--- src/rtl/regfile_pkg.sv ---
// Shared types and constants for the register-file writeback arbiter.
// Holds the register-file geometry, the FSM state type and the request bundle.
package regfile_pkg;

    localparam int XLEN     = 32;
    localparam int REG_AW   = 5;
    localparam int NUM_REGS = 32;

    typedef enum logic {
        INIT,
        RUN
    } rf_arb_state_t;

    typedef struct packed {
        logic [REG_AW-1:0] rd;
        logic [XLEN-1:0]   data;
    } wb_req_t;

    // Writes to x0 are swallowed: the handshake completes but nothing commits.
    function automatic logic is_x0(input logic [REG_AW-1:0] rd);
        return rd == '0;
    endfunction

endpackage

--- src/rtl/regfile_wb_arbiter_if.sv ---
// Two writeback requester channels (valid/rd/data with ready back).
// The master modport is the requester side, the slave modport the arbiter.
interface regfile_wb_arbiter_if;
    import regfile_pkg::*;

    logic              wb0_valid;
    logic [REG_AW-1:0] wb0_rd;
    logic [XLEN-1:0]   wb0_data;
    logic              wb0_ready;

    logic              wb1_valid;
    logic [REG_AW-1:0] wb1_rd;
    logic [XLEN-1:0]   wb1_data;
    logic              wb1_ready;

    modport master (
        output wb0_valid, wb0_rd, wb0_data,
        output wb1_valid, wb1_rd, wb1_data,
        input  wb0_ready, wb1_ready
    );

    modport slave (
        input  wb0_valid, wb0_rd, wb0_data,
        input  wb1_valid, wb1_rd, wb1_data,
        output wb0_ready, wb1_ready
    );

endinterface

--- src/rtl/wb_pick.sv ---
// Two-way writeback grant: a lone requester wins, a contended cycle
// goes to port 0 unless port 1 has waited the maximum number of grants.
module wb_pick (
    input  logic       valid0,
    input  logic       valid1,
    input  logic       starve_at_limit,
    output logic [1:0] grant
);

    // Mutually exclusive request patterns; idle leaves the grant empty.
    always_comb begin
        grant = 2'b00;
        unique case (1'b1)
            valid0 && valid1 && starve_at_limit:  grant = 2'b10;
            valid0 && valid1 && !starve_at_limit: grant = 2'b01;
            valid0 && !valid1:                    grant = 2'b01;
            !valid0 && valid1:                    grant = 2'b10;
            default:                              grant = 2'b00;
        endcase
    end

endmodule

--- src/rtl/regfile_wb_arbiter.sv ---
// Owns the register file write port: zero-clears x1..x31 after reset or
// clear, then arbitrates two writeback requesters with starvation relief.
module regfile_wb_arbiter
    import regfile_pkg::*;
#(
    parameter int unsigned STARVE_LIMIT = 4
) (
    input  logic              clk,
    input  logic              reset_n,
    input  logic              clear,
    regfile_wb_arbiter_if.slave wb,
    output logic              rf_we,
    output logic [REG_AW-1:0] rf_rd,
    output logic [XLEN-1:0]   rf_wdata,
    output logic              busy,
    output logic              init_done
);

    localparam int CW = $clog2(STARVE_LIMIT + 1);
    localparam logic [CW-1:0] LIM = CW'(STARVE_LIMIT);
    localparam logic [REG_AW-1:0] LAST_IDX = REG_AW'(NUM_REGS - 1);
    localparam logic [REG_AW-1:0] FIRST_IDX = REG_AW'(1);

    rf_arb_state_t     state_q, state_d;
    logic [REG_AW-1:0] idx_q, idx_d;
    logic              we_q, we_d;
    logic [REG_AW-1:0] rd_q, rd_d;
    logic [XLEN-1:0]   wdata_q, wdata_d;
    logic [CW-1:0]     cnt_q, cnt_d;
    logic              done_q, done_d;

    logic              arb_en;
    logic [1:0]        grant;
    logic              accept;
    wb_req_t           sel;

    assign arb_en = (state_q == RUN) && !clear;

    wb_pick u_pick (
        .valid0          (wb.wb0_valid),
        .valid1          (wb.wb1_valid),
        .starve_at_limit (cnt_q == LIM),
        .grant           (grant)
    );

    assign wb.wb0_ready = arb_en & grant[0];
    assign wb.wb1_ready = arb_en & grant[1];
    assign accept       = wb.wb0_ready | wb.wb1_ready;

    // Route the granted requester's payload toward the write port.
    always_comb begin
        sel.rd   = wb.wb0_rd;
        sel.data = wb.wb0_data;
        if (grant[1]) begin
            sel.rd   = wb.wb1_rd;
            sel.data = wb.wb1_data;
        end
    end

    // Next state: clear walk, then one granted write per cycle.
    always_comb begin
        state_d = state_q;
        idx_d   = idx_q;
        we_d    = 1'b0;
        rd_d    = rd_q;
        wdata_d = wdata_q;
        cnt_d   = cnt_q;
        done_d  = done_q;
        unique case (state_q)
            INIT: begin
                we_d    = 1'b1;
                rd_d    = idx_q;
                wdata_d = '0;
                idx_d   = idx_q + 1'b1;
                cnt_d   = '0;
                if (idx_q == LAST_IDX) begin
                    state_d = RUN;
                    idx_d   = FIRST_IDX;
                    done_d  = 1'b1;
                end
            end
            RUN: begin
                if (clear) begin
                    state_d = INIT;
                    idx_d   = FIRST_IDX;
                    cnt_d   = '0;
                end else begin
                    if (accept && !is_x0(sel.rd)) begin
                        we_d    = 1'b1;
                        rd_d    = sel.rd;
                        wdata_d = sel.data;
                    end
                    if (wb.wb1_ready || !wb.wb1_valid) begin
                        cnt_d = '0;
                    end else if (wb.wb0_ready && cnt_q != LIM) begin
                        cnt_d = cnt_q + 1'b1;
                    end
                end
            end
        endcase
    end

    // State and registered write-port outputs; reset drops any write in flight.
    always_ff @(posedge clk or negedge reset_n) begin
        if (!reset_n) begin
            state_q <= INIT;
            idx_q   <= FIRST_IDX;
            we_q    <= 1'b0;
            rd_q    <= '0;
            wdata_q <= '0;
            cnt_q   <= '0;
            done_q  <= 1'b0;
        end else begin
            state_q <= state_d;
            idx_q   <= idx_d;
            we_q    <= we_d;
            rd_q    <= rd_d;
            wdata_q <= wdata_d;
            cnt_q   <= cnt_d;
            done_q  <= done_d;
        end
    end

    assign rf_we     = we_q;
    assign rf_rd     = rd_q;
    assign rf_wdata  = wdata_q;
    assign busy      = (state_q == INIT);
    assign init_done = done_q;

endmodule

--- src/flat_wrapper.sv ---
// flat-port wrapper written by rule: the top's interface ports become plain ports
module regfile_wb_arbiter_flat import regfile_pkg::*;
#(
    parameter int unsigned STARVE_LIMIT = 4
)
  (clk, reset_n, clear, rf_we, rf_rd, rf_wdata, busy, init_done, wb_wb0_valid, wb_wb0_rd, wb_wb0_data, wb_wb1_valid, wb_wb1_rd, wb_wb1_data, wb_wb0_ready, wb_wb1_ready);
  regfile_wb_arbiter_if wb_i ();
  input  logic clk;
  input  logic reset_n;
  input  logic clear;
  output logic rf_we;
  output logic [REG_AW-1:0] rf_rd;
  output logic [XLEN-1:0] rf_wdata;
  output logic busy;
  output logic init_done;
  input wire logic [$bits(wb_i.wb0_valid)-1:0] wb_wb0_valid;
  input wire logic [$bits(wb_i.wb0_rd)-1:0] wb_wb0_rd;
  input wire logic [$bits(wb_i.wb0_data)-1:0] wb_wb0_data;
  input wire logic [$bits(wb_i.wb1_valid)-1:0] wb_wb1_valid;
  input wire logic [$bits(wb_i.wb1_rd)-1:0] wb_wb1_rd;
  input wire logic [$bits(wb_i.wb1_data)-1:0] wb_wb1_data;
  output wire logic [$bits(wb_i.wb0_ready)-1:0] wb_wb0_ready;
  output wire logic [$bits(wb_i.wb1_ready)-1:0] wb_wb1_ready;
  assign wb_i.wb0_valid = wb_wb0_valid;
  assign wb_i.wb0_rd = wb_wb0_rd;
  assign wb_i.wb0_data = wb_wb0_data;
  assign wb_i.wb1_valid = wb_wb1_valid;
  assign wb_i.wb1_rd = wb_wb1_rd;
  assign wb_i.wb1_data = wb_wb1_data;
  assign wb_wb0_ready = wb_i.wb0_ready;
  assign wb_wb1_ready = wb_i.wb1_ready;
  regfile_wb_arbiter #(.STARVE_LIMIT(STARVE_LIMIT)) u_core (.clk(clk), .reset_n(reset_n), .clear(clear), .wb(wb_i), .rf_we(rf_we), .rf_rd(rf_rd), .rf_wdata(rf_wdata), .busy(busy), .init_done(init_done));
endmodule
--- config.mk ---
export PLATFORM = sky130hd
export DESIGN_NAME = regfile_wb_arbiter_flat
export DESIGN_NICKNAME = d
export VERILOG_FILES = /design/src/rtl/regfile_pkg.sv /design/src/rtl/regfile_wb_arbiter_if.sv /design/src/rtl/wb_pick.sv /design/src/rtl/regfile_wb_arbiter.sv /design/src/flat_wrapper.sv
export SDC_FILE = /design/constraint.sdc
export NUM_CORES = 1
export LEC_CHECK = 0
export ABC_AREA = 1
export BUFFER_PORTS_ARGS = -buffer_cell sky130_fd_sc_hd__buf_2
export CAP_MARGIN = 15
export CORE_ASPECT_RATIO = 0.75
export CORE_MARGIN = 2
export CORE_UTILIZATION = 45
export CTS_CLUSTER_DIAMETER = 40
export DETAILED_ROUTE_END_ITERATION = 8
export PLACE_DENSITY = 0.77
export SLEW_MARGIN = 20
export SYNTH_ARGS = -nofsm -noshare
export SYNTH_HDL_FRONTEND = slang
export SYNTH_SLANG_ARGS = --single-unit
export TNS_END_PERCENT = 20
--- constraint.sdc ---
create_clock -name clk -period 2.2 [get_ports clk]
set_input_delay 0.22 -clock clk [delete_from_list [all_inputs] [get_ports clk]]
set_output_delay 0.22 -clock clk [all_outputs]
set_load 0.01 [all_outputs]
==> results of run 1 <==
==> worst max-delay path, cell delays in order, from the launching register on <==
cell     delay [ns]
dfrtp_1        0.41
inv_1          0.06
ha_1           0.15
nand3_2        0.17
nand2_4        0.15
nand2_1        0.06
o21ai_1        0.10
nand2_1        0.10
or2_1          0.26
buf_6          0.20
nand3_1        0.09
nand2_1        0.06
==> registers in the layout, indices dropped and copies added, names as in the netlist <==
| signal | count |
|---|---|
| u_core.rf_wdata | 32 |
| u_core.idx_q | 5 |
| u_core.rf_rd | 5 |
| u_core.cnt_q | 3 |
| u_core.init_done | 1 |
| u_core.rf_we | 1 |
| u_core.state_q | 1 |
==> power by group through the flow <==
stage          Clock [mW]  Combinational (mW)  Sequential, mW
4_1_cts             0.567               0.826            1.15
3_3_place_gp            0               0.812            1.16
5_1_grt             0.602               0.927            1.17
6_report            0.543               0.821            1.15
2_1_floorplan           0               0.494            1.18
3_5_place_dp            0               0.821            1.16
==> cell usage after synthesis <==
library cell	count
xor2_1	1
o21ai_0	6
dfstp_2	1
buf_6	6
nand3_1	53
o2bb2ai_1	1
ha_1	4
nor2_2	1
o22ai_1	1
xnor2_1	1
nand3b_1	2
nand3_2	21
dfrtp_1	47
nor2_1	8
mux2_2	32
nand2_1	65
buf_4	2
buf_2	6
a21oi_1	1
clkbuf_1	5
o21ai_1	1
nand2_2	3
buf_1	1
o21bai_1	1
inv_2	2
a22o_1	2
or2_1	1
inv_1	15
==> per-stage QoR <==
stage / hold slack [ns] / setup slack, ns / instances
after floorplan: -0.07559 / 0.3895 / 290
after global placement: 0.2526 / 0.3224 / 477
after detailed placement: 0.2585 / 0.2026 / 477
after CTS: 0.2190 / 0.1824 / 485
after global routing: 0.2457 / 0.01117 / 485
final: 0.2288 / 0.2771 / 485
==> layout by cell type (no fill, tap or decap) <==
cell / instances
buf_2: 120
or2_1: 1
nand3b_1: 2
buf_6: 2
nor2_2: 1
o21ai_1: 1
a21oi_1: 1
dlygate4sd3_1: 1
buf_4: 5
xnor2_1: 1
buf_12: 2
dfstp_2: 1
o21bai_2: 1
dfrtp_1: 47
inv_2: 2
o2bb2ai_1: 1
o21ai_0: 6
clkbuf_8: 7
nand2_2: 2
nand2_1: 65
nand3_1: 53
inv_1: 15
nand3_2: 21
o22ai_1: 1
mux2_2: 32
a22o_1: 2
ha_1: 4
nor2_1: 8
nand2_4: 1
xor2_1: 1
==> area by class of cell <==
| cell class | instances | area, µm² | area share, % |
|---|---|---|---|
| Inverter | 17 | 63.81 | 1.832 |
| Clock buffer | 7 | 96.34 | 2.766 |
| Multi-Input combinational cell | 205 | 1313 | 37.68 |
| Sequential cell | 48 | 1202 | 34.52 |
| Tap cell | 78 | 97.59 | 2.802 |
| Timing Repair Buffer | 130 | 710.7 | 20.40 |
==> cells by family (layout without fill, tap and decap cells) <==
logic type,Yosys count,count (layout),synth area share (%)
fa+ha+maj,4,4,1.850
xor+xnor,2,2,0.6477
compound gates,13,13,2.960
flops,48,48,44.45
simple gates,154,154,29.42
mux,32,32,13.32
buf+inv,37,154,7.354
==> layer usage <==
metal / track usage [%] / vias to the layer above
li1: - / 1201
met1: 28.24 / 1121
met2: 32.53 / 111
met3: 4.792 / 4
met4: 4.412 / 0
met5: 0 / -
==> final timing paths <==
check | startpoint | endpoint | slack, ns | cells after the start
hold reg to reg | u_core.init_done$_DFFE_PN0P_ | u_core.init_done$_DFFE_PN0P_ | 0.47 | 2
hold / removal | clear | u_core.idx_q[2]$_DFFE_PN0N_ | 0.23 | 4
setup / recovery | u_core.cnt_q[0]$_DFFE_PN0P_ | u_core.rf_wdata[24]$_DFFE_PN0P_ | 0.28 | 11
min in group asynchronous | reset_n | u_core.rf_wdata[16]$_DFFE_PN0P_ | 0.46 | 2
setup reg to reg | u_core.cnt_q[0]$_DFFE_PN0P_ | u_core.rf_wdata[24]$_DFFE_PN0P_ | 0.28 | 11
max in group asynchronous | reset_n | u_core.rf_wdata[11]$_DFFE_PN0P_ | 1.20 | 3
==> timing repair <==
item | in CTS | in global routing
endpoints found under the setup margin | 0 | 28
endpoints found under the hold margin | 22 | 0
gates resized for setup | 0 | 3
setup buffers | 0 | 0
hold buffers | 1 | 0
==> results.py, run 1 <==
metrics = {
    "power": {
        "total_power_mw": 2.514,
        "total_leakage_power_nw": 1.937,
        "switching_power_mw": 0.8343,
        "powerDensity_nw_per_um2": 721.8,
        "combPwrFrac_pct": 32.7,
        "peakVddDrop_v": 0.0002897,
        "pwr-share-seq_pct": 45.8,
        "p_int_mw": 1.680,
        "clkPwrFrac_pct": 21.6,
        "swShare_pct": 33.18,
    },
    "synthesis": {
        "synthDistinctLibCells": 28,
        "syn_inst": 290,
        "synth_area_um2": 2705,
        "yosys.area.top_type": "dfrtp_1",
        "ys_seq_area_share_pct": 44.45,
        "yosysWarnings": 0,
        "synthTopCellsByArea": "dfrtp_1, mux2_2, nand3_1, nand2_1, nand3_2",
        "ys_seq_elements": 48,
        "avgSynthCellArea_um2": 9.328,
        "syn_nets": 373,
        "synth.top_cell.area_share_pct": 43.48,
    },
    "route": {
        "routed-wl-met2_um": 3027,
        "dr_wl_met3_um": 595,
        "dr.pass1.iters": 4,
        "wl_per_cell_um": 13.56,
        "topRoutingLayerUsed": "met4",
        "routed_wl_um": 6576,
        "num_vias": 2437,
        "wirelength_met1_um": 2915,
        "drt_first_iter_violations": 98,
        "postRouteAntennaNets": 0,
        "viasPerCell": 5.025,
        "remaining_drc_errors": 0,
    },
    "layout": {
        "antenna_cells": 0,
        "syn_to_final_growth_pct": 28.77,
        "nNetsFinal": 490,
        "n_fill_cell": 510,
        "final_cell_area_um2": 3483,
        "postLayoutCoreUtil_pct": 60.10,
        "drive_above_1_share_pct": 48.40,
    },
    "worst_setup_path": {
        "cp-start-kind": "register",
        "endpoint_kind": "register",
        "crit_required_ns": 2.38,
        "crit_type": "register to register",
        "cp_data_arrival_time_ns": 2.10,
        "worstPathMaxFanout": 25,
    },
    "die": {
        "die_height_um": 71.15,
        "fp.coreArea_um2": 5796,
        "initial_core_util_pct": 46.68,
        "dieArea_um2": 6654,
        "rows": 24,
        "die_w_um": 93.53,
        "pin_count": 121,
    },
    "clocking": {
        "cts-buffers-inserted": 5,
        "htree_num_levels": 2,
        "cts.sinks": 48,
        "cts_root_buffer": "clkbuf_8",
        "clkLatencyLatePin_ns": 0.28,
        "cts_tree": "yes",
        "clkTransAtPathRegs_ns": 0.08,
        "cts_max_path_buffers": 2,
    },
    "sta": {
        "slew_headroom_pct": 61.17,
        "fmax_ghz": 0.5200,
        "setup_viol": 0,
        "rsz0062_at_grt": "no",
        "setup_tns_ns": 0,
        "maxSlewViolCount": 0,
        "worst_pin_slew_ns": 0.5824,
        "finalCritPeriodShare_pct": 87.41,
        "hold_viol_final": 0,
        "min_period_ns": 1.923,
        "skew_ns": 0.003449,
    },
    "global_routing": {
        "grt_pass1_vias": 2358,
        "grt_pass1_wl_um": 10780,
        "overflow": 0,
        "antenna_found_initial": 0,
        "grt_max_degree": 40,
        "globalRouteTotalUtil_pct": 20.26,
    },
    "hold_path": {
        "hold_class": "primary input to register",
    },
    "run_status": {
        "run_status": "finished, final reports clean",
    },
    "run": {
        "maxCapViolations": 0,
    },
    "placed_design": {
        "place.detailed.hpwl_um": 4921,
        "dpl_cell_area_um2": 3364,
        "place.port_buffers": 120,
        "place_congestion": 0.8253,
    },
}
(Power assumes the default switching activity.)
==> run 2, diff against run 1 <==
clock period = 2 ns   (was 2.2 ns; I/O delays follow)
==> results.py, run 2 (synthesis results as in run 1) <==
metrics = {
    "power": {
        "powerDensity_nw_per_um2": 787.5,
        "total_leakage_power_nw": 1.971,
        "total_power_mw": 2.806,
        "peakVddDrop_v": 0.0003609,
    },
    "global_routing": {
        "grt_pass1_vias": 2355,
        "antenna_found_initial": 0,
        "grt_pass1_wl_um": 10920,
        "globalRouteTotalUtil_pct": 20.73,
        "overflow": 0,
        "grt_max_degree": 40,
    },
    "sta": {
        "fin_ws_ns": 0.08916,
        "finalCritPeriodShare_pct": 95.54,
        "skew_ns": 0.002524,
        "setup_viol": 0,
        "slew_headroom_pct": 58.15,
        "min_period_ns": 1.911,
        "hold_viol_final": 0,
        "maxSlewViolCount": 0,
        "worst_pin_slew_ns": 0.6278,
        "fmax_ghz": 0.5233,
    },
    "die": {
        "fp.coreArea_um2": 5796,
        "die_height_um": 71.15,
        "rows": 24,
        "initial_core_util_pct": 46.68,
        "die_w_um": 93.53,
        "dieArea_um2": 6654,
        "pin_count": 121,
    },
    "layout": {
        "layout_commonest_cell": "buf_2",
        "n_fill_cell": 503,
        "drive_above_1_share_pct": 50.36,
        "stdcell_count": 489,
        "postLayoutCoreUtil_pct": 61.49,
        "syn_to_final_growth_pct": 31.73,
        "antenna_cells": 0,
        "nNetsFinal": 494,
        "largest_reg_flops": 32,
        "mostFrequentLayoutCells": "buf_2, nand2_1, nand3_1",
    },
    "clocking": {
        "cts_tree": "yes",
        "clkLatencyLatePin_ns": 0.29,
        "cts_max_path_buffers": 2,
        "cts-buffers-inserted": 5,
        "cts.sinks": 48,
        "htree_num_levels": 2,
        "clkTransAtPathRegs_ns": 0.08,
        "cts_root_buffer": "clkbuf_8",
    },
    "route": {
        "remaining_drc_errors": 0,
        "wl_per_cell_um": 13.78,
        "dr.pass1.iters": 4,
        "num_vias": 2446,
        "drt_first_iter_violations": 84,
        "postRouteAntennaNets": 0,
        "viasPerCell": 5.002,
        "routed_wl_um": 6740,
    },
    "run": {
        "maxCapViolations": 0,
    },
    "worst_setup_path": {
        "worstPathMaxFanout": 25,
        "cp_top_family": "simple AND/OR/NAND/NOR gates",
        "cp_data_arrival_time_ns": 2.10,
        "path_cells": "inv_1 > ha_2 > nand3_4 > nand2_4 > nand2_1 > nand2_1 > nand3_2 > or2_4 > buf_12 > nand3_1 > nand2_1",
        "cpMostUsedCell": "nand2_1",
        "cp_slowest_cell": "dfrtp_1",
        "endpoint_kind": "register",
        "cp-start-kind": "register",
        "crit_required_ns": 2.19,
        "slowest_delay_ns": 0.40,
        "cp_num_buf_inv": 2,
        "crit_type": "register to register",
    },
    "placed_design": {
        "place.port_buffers": 120,
        "place_congestion": 0.8363,
        "place.detailed.hpwl_um": 4899,
        "place_inst": 479,
        "preCtsSetupSlack_ns": 0.009755,
    },
    "hold_path": {
        "hold_class": "primary input to register",
    },
    "run_status": {
        "run_status": "finished, final reports clean",
    },
}
## run 2: final cells by class
type	instances	area, µm²	share of cell area [%]
Timing Repair Buffer	134	757.0	21.24
Multi-Input combinational cell	205	1346	37.78
Tap cell	78	97.59	2.739
Clock buffer	7	96.34	2.704
Inverter	17	63.81	1.791
Sequential cell	48	1202	33.74
## run 2: timing repair
action,in CTS,in global routing
buffers inserted,0,2
hold endpoints to repair,25,0
pin swaps,0,3
hold buffers,1,0
endpoints found under the setup margin,16,37
resized for setup,1,11
## run 2: per-layer routing
metal	vias up	share of wire [%]	GRT usage, %
li1	1206	-	-
met1	1137	45	27.96
met2	95	46	32.21
met3	8	8.1	6.709
met4	0	1.1	6.046
met5	-	0	0
## run 2: power breakdown
part | switching [mW] | leakage (nW) | internal (mW)
combinational | 0.516 | 1.28 | 0.414
clock | 0.305 | 0.0503 | 0.308
sequential | 0.120 | 0.639 | 1.14
## run 2: stage by stage
step / setup TNS, ns / hold WS, ns / area, µm²
final: 0 / 0.1990 / 3563
after global routing: -0.1886 / 0.2078 / 3563
after CTS: 0 / 0.1946 / 3502
after detailed placement: 0 / 0.2470 / 3392
after global placement: 0 / 0.2383 / 3392
after floorplan: 0 / -0.09559 / 2705
## run 2: worst paths after layout
| kind | from | to | slack, ns | cells after the start |
|---|---|---|---|---|
| min in group asynchronous | reset_n | u_core.rf_wdata[16]$_DFFE_PN0P_ | 0.46 | 2 |
| max reg2reg | u_core.cnt_q[0]$_DFFE_PN0P_ | u_core.rf_wdata[23]$_DFFE_PN0P_ | 0.09 | 11 |
| min | clear | u_core.idx_q[2]$_DFFE_PN0N_ | 0.20 | 4 |
| max in group asynchronous | reset_n | u_core.idx_q[0]$_DFFE_PN1N_ | 0.91 | 3 |
| max | u_core.cnt_q[0]$_DFFE_PN0P_ | u_core.rf_wdata[23]$_DFFE_PN0P_ | 0.09 | 11 |
| min reg2reg | u_core.cnt_q[0]$_DFFE_PN0P_ | u_core.cnt_q[0]$_DFFE_PN0P_ | 0.47 | 1 |
## run 2: tightest hold or removal path, stage by stage
cell and delay (ns):
buf_2 0.09, nor2_2 0.06, nand2_1 0.05, o21ai_0 0.07
